--- src/rtl/locked_grant_pkg.sv ---
// Shared types and sizing helpers for the locked-grant packet multiplexer.
package locked_grant_pkg;

    localparam int DEF_N       = 8;
    localparam int DEF_W       = 32;
    localparam int DEF_TIMEOUT = 16;

    typedef enum logic {
        IDLE = 1'b0,
        LOCK = 1'b1
    } lg_state_e;

    // Index width never collapses to zero, so a single-source build still has a 1-bit index.
    function automatic int idx_width(input int n);
        return (n <= 1) ? 1 : $clog2(n);
    endfunction

endpackage

--- src/rtl/onehot_to_bin.sv ---
// Combinational one-hot to binary index encoder; an all-zero input encodes as 0.
module onehot_to_bin #(
    parameter int N  = 8,
    parameter int IW = 3
) (
    input  logic [N-1:0]  onehot,
    output logic [IW-1:0] idx
);

    always_comb begin
        idx = '0;
        for (int i = 0; i < N; i++) begin
            if (onehot[i]) begin
                idx = idx | IW'(i);
            end
        end
    end

endmodule

--- src/rtl/locked_grant_mux.sv ---
// Packet-level N:1 valid/ready mux: locks the lowest-index requester until its last beat.
// Optional stall watchdog is compiled in with LOCKED_GRANT_WATCHDOG_EN.
//
// state | meaning
// IDLE  | no grant held; arbitrate among pending requests this cycle
// LOCK  | grant held; steer granted source to the output until its last handshake
module locked_grant_mux
    import locked_grant_pkg::*;
#(
    parameter  int N       = DEF_N,
    parameter  int W       = DEF_W,
    parameter  int TIMEOUT = DEF_TIMEOUT,
    localparam int IW      = idx_width(N)
) (
    input  logic           clk,
    input  logic           rst_n,
    input  logic [N-1:0]   req,
    input  logic [N*W-1:0] in_data,
    input  logic [N-1:0]   in_last,
    output logic [N-1:0]   in_ready,
    output logic           out_valid,
    output logic [W-1:0]   out_data,
    output logic           out_last,
    input  logic           out_ready,
    output logic [N-1:0]   grant,
    output logic [IW-1:0]  grant_idx,
    output logic           busy
`ifdef LOCKED_GRANT_WATCHDOG_EN
    ,
    output logic           timeout_err
`endif
);

    if (N < 1) begin : g_bad_n
        $error("locked_grant_mux: N must be at least 1");
    end
    if (TIMEOUT < 1) begin : g_bad_timeout
        $error("locked_grant_mux: TIMEOUT must be at least 1");
    end

    lg_state_e      state;
    logic [N-1:0]   pick;
    logic           granted_req;
    logic           stall_hit;
    logic           beat_xfer;
    logic           pkt_done;
    logic [W-1:0]   data_mux;
    logic           last_mux;

    // Lowest set bit of the pending requests.
    assign pick = req & ~(req - N'(1));

    assign granted_req = |(req & grant);

    onehot_to_bin #(
        .N  (N),
        .IW (IW)
    ) u_grant_enc (
        .onehot (grant),
        .idx    (grant_idx)
    );

    always_comb begin
        data_mux = '0;
        last_mux = 1'b0;
        for (int i = 0; i < N; i++) begin
            if (grant[i]) begin
                data_mux = data_mux | in_data[i*W +: W];
                last_mux = last_mux | in_last[i];
            end
        end
    end

    assign out_data = data_mux;
    assign out_last = last_mux;
    assign busy     = (state == LOCK);

    // A grant being revoked by the watchdog must not also complete a beat.
    assign out_valid = busy & granted_req & ~stall_hit;
    assign in_ready  = (busy && !stall_hit) ? (grant & {N{out_ready}}) : '0;

    assign beat_xfer = out_valid & out_ready;
    assign pkt_done  = beat_xfer & out_last;

    always_ff @(posedge clk or negedge rst_n) begin
        if (!rst_n) begin
            state <= IDLE;
            grant <= '0;
        end else begin
            case (state)
                IDLE: begin
                    if (|req) begin
                        grant <= pick;
                        state <= LOCK;
                    end
                end
                LOCK: begin
                    if (pkt_done || stall_hit) begin
                        grant <= '0;
                        state <= IDLE;
                    end
                end
                default: begin
                    grant <= '0;
                    state <= IDLE;
                end
            endcase
        end
    end

`ifdef LOCKED_GRANT_WATCHDOG_EN
    localparam int CNT_W = $clog2(TIMEOUT + 1);

    logic [CNT_W-1:0] stall_cnt;

    assign stall_hit   = (stall_cnt == CNT_W'(TIMEOUT));
    assign timeout_err = stall_hit;

    // Counts only cycles where the granted source has nothing to offer.
    always_ff @(posedge clk or negedge rst_n) begin
        if (!rst_n) begin
            stall_cnt <= '0;
        end else if (!busy || stall_hit || beat_xfer) begin
            stall_cnt <= '0;
        end else if (!granted_req) begin
            stall_cnt <= stall_cnt + CNT_W'(1);
        end
    end
`else
    assign stall_hit = 1'b0;
`endif

endmodule

--- config.mk ---
export PLATFORM = sky130hd
export DESIGN_NAME = locked_grant_mux
export DESIGN_NICKNAME = d
export VERILOG_FILES = /design/src/rtl/locked_grant_pkg.sv /design/src/rtl/onehot_to_bin.sv /design/src/rtl/locked_grant_mux.sv
export SDC_FILE = /design/constraint.sdc
export NUM_CORES = 1
export LEC_CHECK = 0
export CORE_AREA = 2 2 128 130
export CTS_CLUSTER_DIAMETER = 150
export DETAILED_ROUTE_END_ITERATION = 8
export DIE_AREA = 0 0 130 132
export SYNTH_ARGS = -nofsm -noshare
export SYNTH_HDL_FRONTEND = slang
export SYNTH_SLANG_ARGS = --single-unit
--- constraint.sdc ---
create_clock -name clk -period 1.6 [get_ports clk]
set_clock_uncertainty 0.15 [all_clocks]
set_input_delay 0.32 -clock clk [delete_from_list [all_inputs] [get_ports clk]]
set_output_delay 0.32 -clock clk [all_outputs]
set_load 0.05 [all_outputs]
# Word level (Yosys, flattened, before mapping)
# Index checks and enable logic that the tools add are counted.
# word_totals
output_inout_bits	54
wordCells	60
ff_bits	9
input_bits	275
# op_classes
n_eq_ne	2
reduce_logical	3
bitwise	22
add_sub_neg	1
n_mux	30
# ops
op	count
$mux 32	8
$or 32x32->32	7
$and 8x8->8	3
$mux 8	3
$pmux 8 s2	1
$reduce_or 8->1	2
$mux 3	4
$mux 1	11
$not 8->8	1
$sub 8x1->8 const B	1
$or 1x1->1	7
$mux 2	2
$and 1x1->1	3
$ne 2x1->1 const B	1
$ne 2x2->1 const B	1
$pmux 1 s2	1
$reduce_and 2->1	1
$not 1->1	1

# Depth between registers and ports, before layout
# Gate-level depths: netlist (run 1).
# depth
ltp_word	18
ltp_mapped	5
ltp_nobuf	4

# By module
# A second synthesis (run 1) with hierarchy kept.
# hier_totals
cells_unflattened	257
hier_area_um2	1879.3
# by_module_without_submodules
mod	cells_each	seq_area_each_um2	area_per_inst_um2	n_inst
locked_grant_mux	254	225.2	1856.8	1
onehot_to_bin	3	0.0	22.5	1

# Least setup slack after synthesis (run 1)
# No wires, ideal clock.
# synth_timing
path_kind	flip-flop to flip-flop
start	register grant[1]
end	register grant[0]
path_buffers	1
setup_time_ps	124
stages_incl_launch_ff	6
arrival_time_ps	2076
t_required_ps	1326
synth_period_minus_slack_ps	2350
setup_slack_ps	-750
cell_sequence	dfrtp_1 buf_2 a22oi_1 a41oi_2 o311a_4 o2bb2ai_1
# synth_between
elab_cells_between_ends	20
cone_classes	eq/ne: 1; mux: 7; bitwise: 10; reduce/logical: 2
# synth_lines
item	line_no	source
start: declaration	locked_grant_mux.sv:25	output logic [N-1:0] grant,
start signal: assignment	locked_grant_mux.sv:93	grant <= pick;
$and 8x8->8	locked_grant_mux.sv:53	assign granted_req = |(req & grant);
$reduce_or 8->1	locked_grant_mux.sv:53	
$and 1x1->1	locked_grant_mux.sv:79	assign out_valid = busy & granted_req & ~stall_hit;
via out_valid	locked_grant_mux.sv:21	output logic out_valid,
$and 1x1->1	locked_grant_mux.sv:82	assign beat_xfer = out_valid & out_ready;
$and 1x1->1	locked_grant_mux.sv:83	assign pkt_done = beat_xfer & out_last;
$ne 2x1->1 (no source line)	--	
$reduce_and 2->1 (no source line)	--	
# The timed path passes the listed nets, and every way through them passes these cells.
# A chain may end at the register's enable or synchronous reset.

# Worst setup path in the final report (run 1)
# layout_timing
start	register grant[7]
end	output grant_idx[2]
# layout_between
elab_chain_len	1
# layout_rtl
item	line_no	source
$mux 3	onehot_to_bin.sv:13	if (onehot[i]) begin
end: declaration	locked_grant_mux.sv:26	output logic [IW-1:0] grant_idx,
# Every way passes these cells.

==> impl_metrics.csv, run 1 <==
group,metric,value,unit
cts,clkTransAtPathRegs,0.04,ns
global_routing,grt_util_all_layers,18.9,%
pwr,netSwitchingPower,4.94,mW
cts,clock-root-buffer,"clkbuf_16",
cells_and_area,nNetsFinal,911,
cells_and_area,drive_gt1_share,39.1,%
logic_synthesis,netlist.area_leader.share,52.3,%
timing,fmax,482,MHz
floorplanning,ioPinCount,329,
global_routing,global_route.overflow_total,0,
timing,setup_viol_count_final,57,
drt,detailroute.via_count,4176,
floorplanning,dieArea,0.0172,mm²
timing,report.final.hold_viol_count,0,
placed_design,weighted_congestion_reported_at_the_end_of_routability_driven_placement,0.894,
logic_synthesis,flop_and_latch_count_out_of_synthesis,9,
pwr,power.density,1380,mW/mm²
timing,timing.hold.ws,0.264,ns
floorplanning,placeableCoreArea,0.0157,mm²
drt,dr.pass1.iters,4,
pwr,clock_power_share,4.4,%
drt,post_drt_wl_per_cell,21.2,µm
placed_design,port_buffers,328,
setup_path,worstReg2RegEnd,"grant[0]",
pwr,pleak,2.60,nW
cells_and_area,area_overhead_vs_synth,282,%
logic_synthesis,synth_top_cell_by_area,"a22oi_1",
setup_path,cp_data_required_time,1.13,ns
job,timing.max_cap.violations,0,
placed_design,placed_cells_incl_taps,815,
drt,drc_errors,0,
logic_synthesis,mappedNetlistArea,0.00192,mm²
global_routing,grt_start_max_net_pins,22,
timing,post-route-min-period,2.07,ns
cts,cts_made_buffers,3,
logic_synthesis,synthesis.instances,258,
cts,ctsLongestPathBuffers,2,
cells_and_area,diodes,0,
global_routing,via_count_of_the_first_global_routing_pass,4460,
timing,slew_headroom,68.6,%
global_routing,number_of_antenna_violations_at_the_first_check_in_global_routing,0,
timing,grt_setup_unrepaired,"true",
cells_and_area,final_cell_count_no_fill,851,
drt,antenna_violating_nets_post_route,0,
logic_synthesis,synthesis.nets,533,
setup_path,timing_worst_setup_path_type,"reg2out",
setup_path,worst-r2r-cell-count,8,
cells_and_area,most_frequent_cells_in_the_layout,"clkdlybuf4s50_1 (266), a22oi_2 (76), buf_12 (63)",
logic_synthesis,seq_area_frac_synth,11.7,%
drt,drtIter0Drc,184,
run_status,status,"finished, violations left",
logic_synthesis,yosys-top-cells-area,"a22oi_1 (52%), dfrtp_1 (12%), nand4_1 (10%), buf_2 (3.4%), o21ai_2 (3.2%)",
pwr,irDropWorstVdd,0.863,mV
cells_and_area,post-route-util,46.7,%
setup_path,cp_data_arrival_time,1.60,ns
floorplanning,floorplan.initialDensity,12.2,%
pwr,power_switching_share,48.8,%
cts,htreeDepth,1,
cts,clock_network_latency_to_the_later_pin_of_the_worst_skew_pair,0.23,ns
timing,final_max_slew_viol_count,0,
timing,worst_slack,-0.473,ns
floorplanning,placementRows,46,
setup_path,cp_max_fo,4,
setup_path,endpoint_kind,"primary output",
timing,final_worst_path_cycle_share,130,%
floorplanning,fp.dieH,132,µm
pwr,power.share.sequential,4.0,%
drt,wirelength,18100,µm
drt,routed_via_density,4.91,
cts,cts_tree,"built",
pwr,p_int,5.17,mW
min_path,timing.hold.worst.class,"in2async",
cts,cts.hold.buffers_added,0,
setup_path,r2r_setup_slack,-0.35,ns
logic_synthesis,syn_area_per_cell,7.45,µm²
logic_synthesis,synth.yosys.warnings,0,
placed_design,dp_hpwl,13000,µm
timing,tightestPinTransition,0.470,ns
run_status,violated_checks,"negative setup slack",
setup_path,launching_point_of_the_worst_reg2reg_path,"grant[7]",
cells_and_area,layout.cells.most_common,"clkdlybuf4s50_1",
pwr,power.share.combinational,91.6,%
floorplanning,die_w,130,µm
setup_path,timing.critical_path.from_type,"flop",
cts,clock-sinks,9,
logic_synthesis,ys_types,24,
global_routing,grt_first_pass_wirelength,25000,µm
[Yosys cell counts]
| library cell | n |
|---|---|
| o311a_4 | 1 |
| a41oi_2 | 1 |
| nand2_2 | 1 |
| nor3_1 | 1 |
| or3_1 | 1 |
| or4_4 | 2 |
| a22oi_1 | 134 |
| o2bb2ai_1 | 1 |
| nand4_1 | 32 |
| or4_1 | 3 |
| buf_2 | 13 |
| nand2_1 | 11 |
| nor2_1 | 3 |
| o21ai_2 | 7 |
| a22o_1 | 2 |
| nor4_1 | 2 |
| buf_1 | 5 |
| clkbuf_1 | 15 |
| nand3b_1 | 3 |
| inv_1 | 1 |
| nand3_1 | 1 |
| and3_1 | 8 |
| dfrtp_1 | 9 |
| o21ai_4 | 1 |
[repair_timing]
item / CTS / global route
pin swaps: 28 / 43
endpoints found under the setup margin: 59 / 60
setup buffers: 27 / 7
cloned: 3 / 4
resized for setup: 63 / 66
[power by group through the flow]
stage	Combinational [mW]	Sequential, mW	Clock [mW]
CTS	8.92	0.387	0.440
global placement	8.26	0.481	0
floorplan	3.95	0.475	0
detailed placement	8.30	0.476	0
finish	9.26	0.405	0.445
global route	9.55	0.412	0.455
[cell type report]
class / count / area [µm²]
fill: 1432 / 8370
clock buffer: 4 / 78.8
sequential: 9 / 239
multi-input combinational: 216 / 2050
inverter: 1 / 3.75
tap: 216 / 270
timing repair buffer: 405 / 4700
[logic make-up (layout without fill, tap and decap cells)]
kind of cell / after synthesis / count (layout) / share of synthesized area [%]
buffers and inverters: 34 / 410 / 7.49
DFF: 9 / 9 / 11.7
and+or+nand+nor: 68 / 68 / 21.1
AOI/OAI and AO/OA: 147 / 148 / 59.7
[stage by stage]
step / setup TNS [ns] / total power, mW / worst slack (ns) / cell area [µm²]
floorplan: -16.45 / 4.43 / -0.381 / 2260
global placement: -12.64 / 8.74 / -0.497 / 6420
detailed placement: -13.20 / 8.78 / -0.529 / 6420
CTS: -18.01 / 9.75 / -0.452 / 6970
global route: -21.11 / 10.4 / -0.502 / 7340
finish: -18.83 / 10.1 / -0.473 / 7340
[how the worst max path moves through the flow]
stage                   from            to  slack (ns)
finish              grant[7]  grant_idx[2]       -0.47
global route        grant[0]      out_last       -0.50
CTS                 grant[7]  out_data[13]       -0.45
detailed placement    req[4]      grant[7]       -0.53
global placement      req[4]      grant[7]       -0.50
floorplan           grant[3]   out_data[2]       -0.38
[registers in the layout, summed over array words and instances (netlist names)]
| register | count |
|---|---|
| busy | 1 |
| grant | 8 |
[critical path: stages (launching register included)]
cell     delay (ns)
dfrtp_4        0.51
buf_12         0.15
buf_4          0.13
or4_4          0.41
buf_6          0.17
[metal layers]
layer	wire, µm	GRT usage [%]	vias up
li1	-	-	1886
met1	6690	20.5	2009
met2	9770	36.8	251
met3	1250	3.25	30
met4	360	5.02	0
met5	0	0	-
(Power assumes the default switching activity.)
==> run 2: changes to the inputs <==
ABC_CLOCK_PERIOD_IN_PS = 1600   (was not set)
GPL_TIMING_DRIVEN = 0   (was not set)
==> impl_metrics.csv, run 2 (synthesis results as in run 1) <==
group,metric,value,unit
floorplanning,dieArea,0.0172,mm²
timing,timing.hold.ws,0.237,ns
timing,final_max_slew_viol_count,0,
cells_and_area,top_register,"grant",
global_routing,number_of_antenna_violations_at_the_first_check_in_global_routing,0,
drt,routed_via_density,4.89,
global_routing,via_count_of_the_first_global_routing_pass,4444,
timing,fmax,480,MHz
cells_and_area,layout.cells.most_common,"clkdlybuf4s50_1",
cts,ctsLongestPathBuffers,2,
global_routing,grt_util_all_layers,21.2,%
cells_and_area,diodes,0,
drt,detailroute.via_count,4097,
floorplanning,ioPinCount,329,
placed_design,port_buffers,328,
min_path,timing.hold.worst.class,"in2async",
setup_path,endpoint_kind,"primary output",
setup_path,slowest_delay,0.44,ns
cts,htreeDepth,1,
floorplanning,die_w,130,µm
cts,cts_made_buffers,3,
setup_path,cell_seen_most_often_among_critical_path_stages,"clkbuf_16",
drt,dr.pass1.iters,4,
timing,tightestPinTransition,0.510,ns
setup_path,cp_data_required_time,1.13,ns
drt,antenna_violating_nets_post_route,0,
timing,final_worst_path_cycle_share,130,%
cts,clock-sinks,9,
cells_and_area,largest_register_ffs,8,
pwr,power.density,1300,mW/mm²
global_routing,grt_first_pass_wirelength,27000,µm
pwr,irDropWorstVdd,0.662,mV
cells_and_area,post-route-util,43.9,%
drt,wirelength,19800,µm
cells_and_area,most_frequent_cells_in_the_layout,"clkdlybuf4s50_1 (265), a22oi_2 (69), a22oi_1 (65)",
timing,post-route-min-period,2.08,ns
cts,clock_network_latency_to_the_later_pin_of_the_worst_skew_pair,0.24,ns
cts,cts_tree,"built",
setup_path,slowest_stage,"dfrtp_2",
floorplanning,placeableCoreArea,0.0157,mm²
run_status,status,"finished, violations left",
run_status,violated_checks,"negative setup slack",
timing,setup_total_negative_slack,-18.31,ns
global_routing,grt_start_max_net_pins,11,
cts,cts.hold.buffers_added,0,
pwr,pleak,2.46,nW
timing,slew_headroom,65.7,%
floorplanning,floorplan.initialDensity,12.2,%
setup_path,timing.critical_path.from_type,"flop",
cts,clkTransAtPathRegs,0.04,ns
placed_design,weighted_congestion_reported_at_the_end_of_routability_driven_placement,0.898,
cells_and_area,nNetsFinal,898,
drt,drc_errors,0,
setup_path,worst_path_dominant_cell_family,"buffers and inverters",
placed_design,dp_hpwl,14400,µm
timing,setup_viol_count_final,54,
setup_path,path_cells,"clkbuf_16 > clkbuf_16 > a22oi_2 > nand4_1 > buf_6",
floorplanning,placementRows,46,
setup_path,cp_data_arrival_time,1.61,ns
cts,clock-root-buffer,"clkbuf_16",
setup_path,timing_worst_setup_path_type,"reg2out",
setup_path,path_buf_inv,3,
setup_path,cp_max_fo,5,
global_routing,global_route.overflow_total,0,
floorplanning,fp.dieH,132,µm
job,timing.max_cap.violations,0,
cells_and_area,drive_gt1_share,36.3,%
drt,drtIter0Drc,151,
drt,post_drt_wl_per_cell,23.7,µm
cells_and_area,area_overhead_vs_synth,259,%
timing,grt_setup_unrepaired,"true",
timing,worst_slack,-0.482,ns
timing,report.final.hold_viol_count,0,
run 2: final timing paths:
check | startpoint | endpoint | slack [ns] | depth (start not counted)
max in group asynchronous | rst_n | grant[5] | 0.74 | 1
max reg2reg | grant[0] | grant[0] | -0.33 | 8
min reg2reg | busy | grant[6] | 0.50 | 3
min in group clk | req[5] | grant[5] | 0.39 | 3
max | grant[3] | out_data[8] | -0.48 | 5
min | rst_n | grant[7] | 0.24 | 1
run 2: worst register-to-register path, delay by kind of cell (launching register included):
family          cells  cell delay, ns
compound gates      4            0.70
flops               1            0.42
buf+inv             4            0.57
run 2: cell type report:
type / instances / area [µm²]
Buffer: 33 / 624
Clock buffer: 4 / 78.8
Fill cell: 1507 / 8820
Inverter: 1 / 3.75
Multi-Input combinational cell: 215 / 1970
Sequential cell: 9 / 236
Tap cell: 216 / 270
Timing Repair Buffer: 360 / 3710
run 2: what timing repair did:
item,CTS,global route
setup endpoints to repair,63,57
pin swaps,25,22
gates cloned,6,4
resized for setup,437,53
setup buffers,17,5
run 2: power by group:
| part | internal, mW | leakage, nW | switching (mW) | total (mW) |
|---|---|---|---|---|
| combinational | 3.56 | 2.31 | 4.61 | 8.17 |
| sequential | 0.282 | 0.106 | 0.0583 | 0.340 |
| clock | 0.334 | 0.0382 | 0.118 | 0.452 |
| total | 4.18 | 2.46 | 4.79 | 8.97 |
run 2: routing by layer:
metal  vias to the layer above  GRT usage, %  routed length [µm]
met4                         0          3.23                 211
met5                         -             0                   0
li1                       1864             -                   -
met2                       228          40.1               10300
met3                        17          4.06                1440
met1                      1988          24.8                7870
run 2: through the flow:
step	power, mW	cell area (µm²)	std cells	setup WS [ns]
2_1_floorplan	4.43	2260	258	-0.381
3_3_place_gp	7.09	5810	802	-1.01
3_5_place_dp	7.12	5810	802	-1.03
4_1_cts	8.58	6620	829	-0.477
5_1_grt	9.29	6890	838	-0.517
6_report	8.97	6890	838	-0.482
==> run 3: changes to the inputs <==
CAP_MARGIN = 20   (was not set)
==> results of run 3 <==
Same layout as run 2: the final DEF is identical, and so are final timing and power.
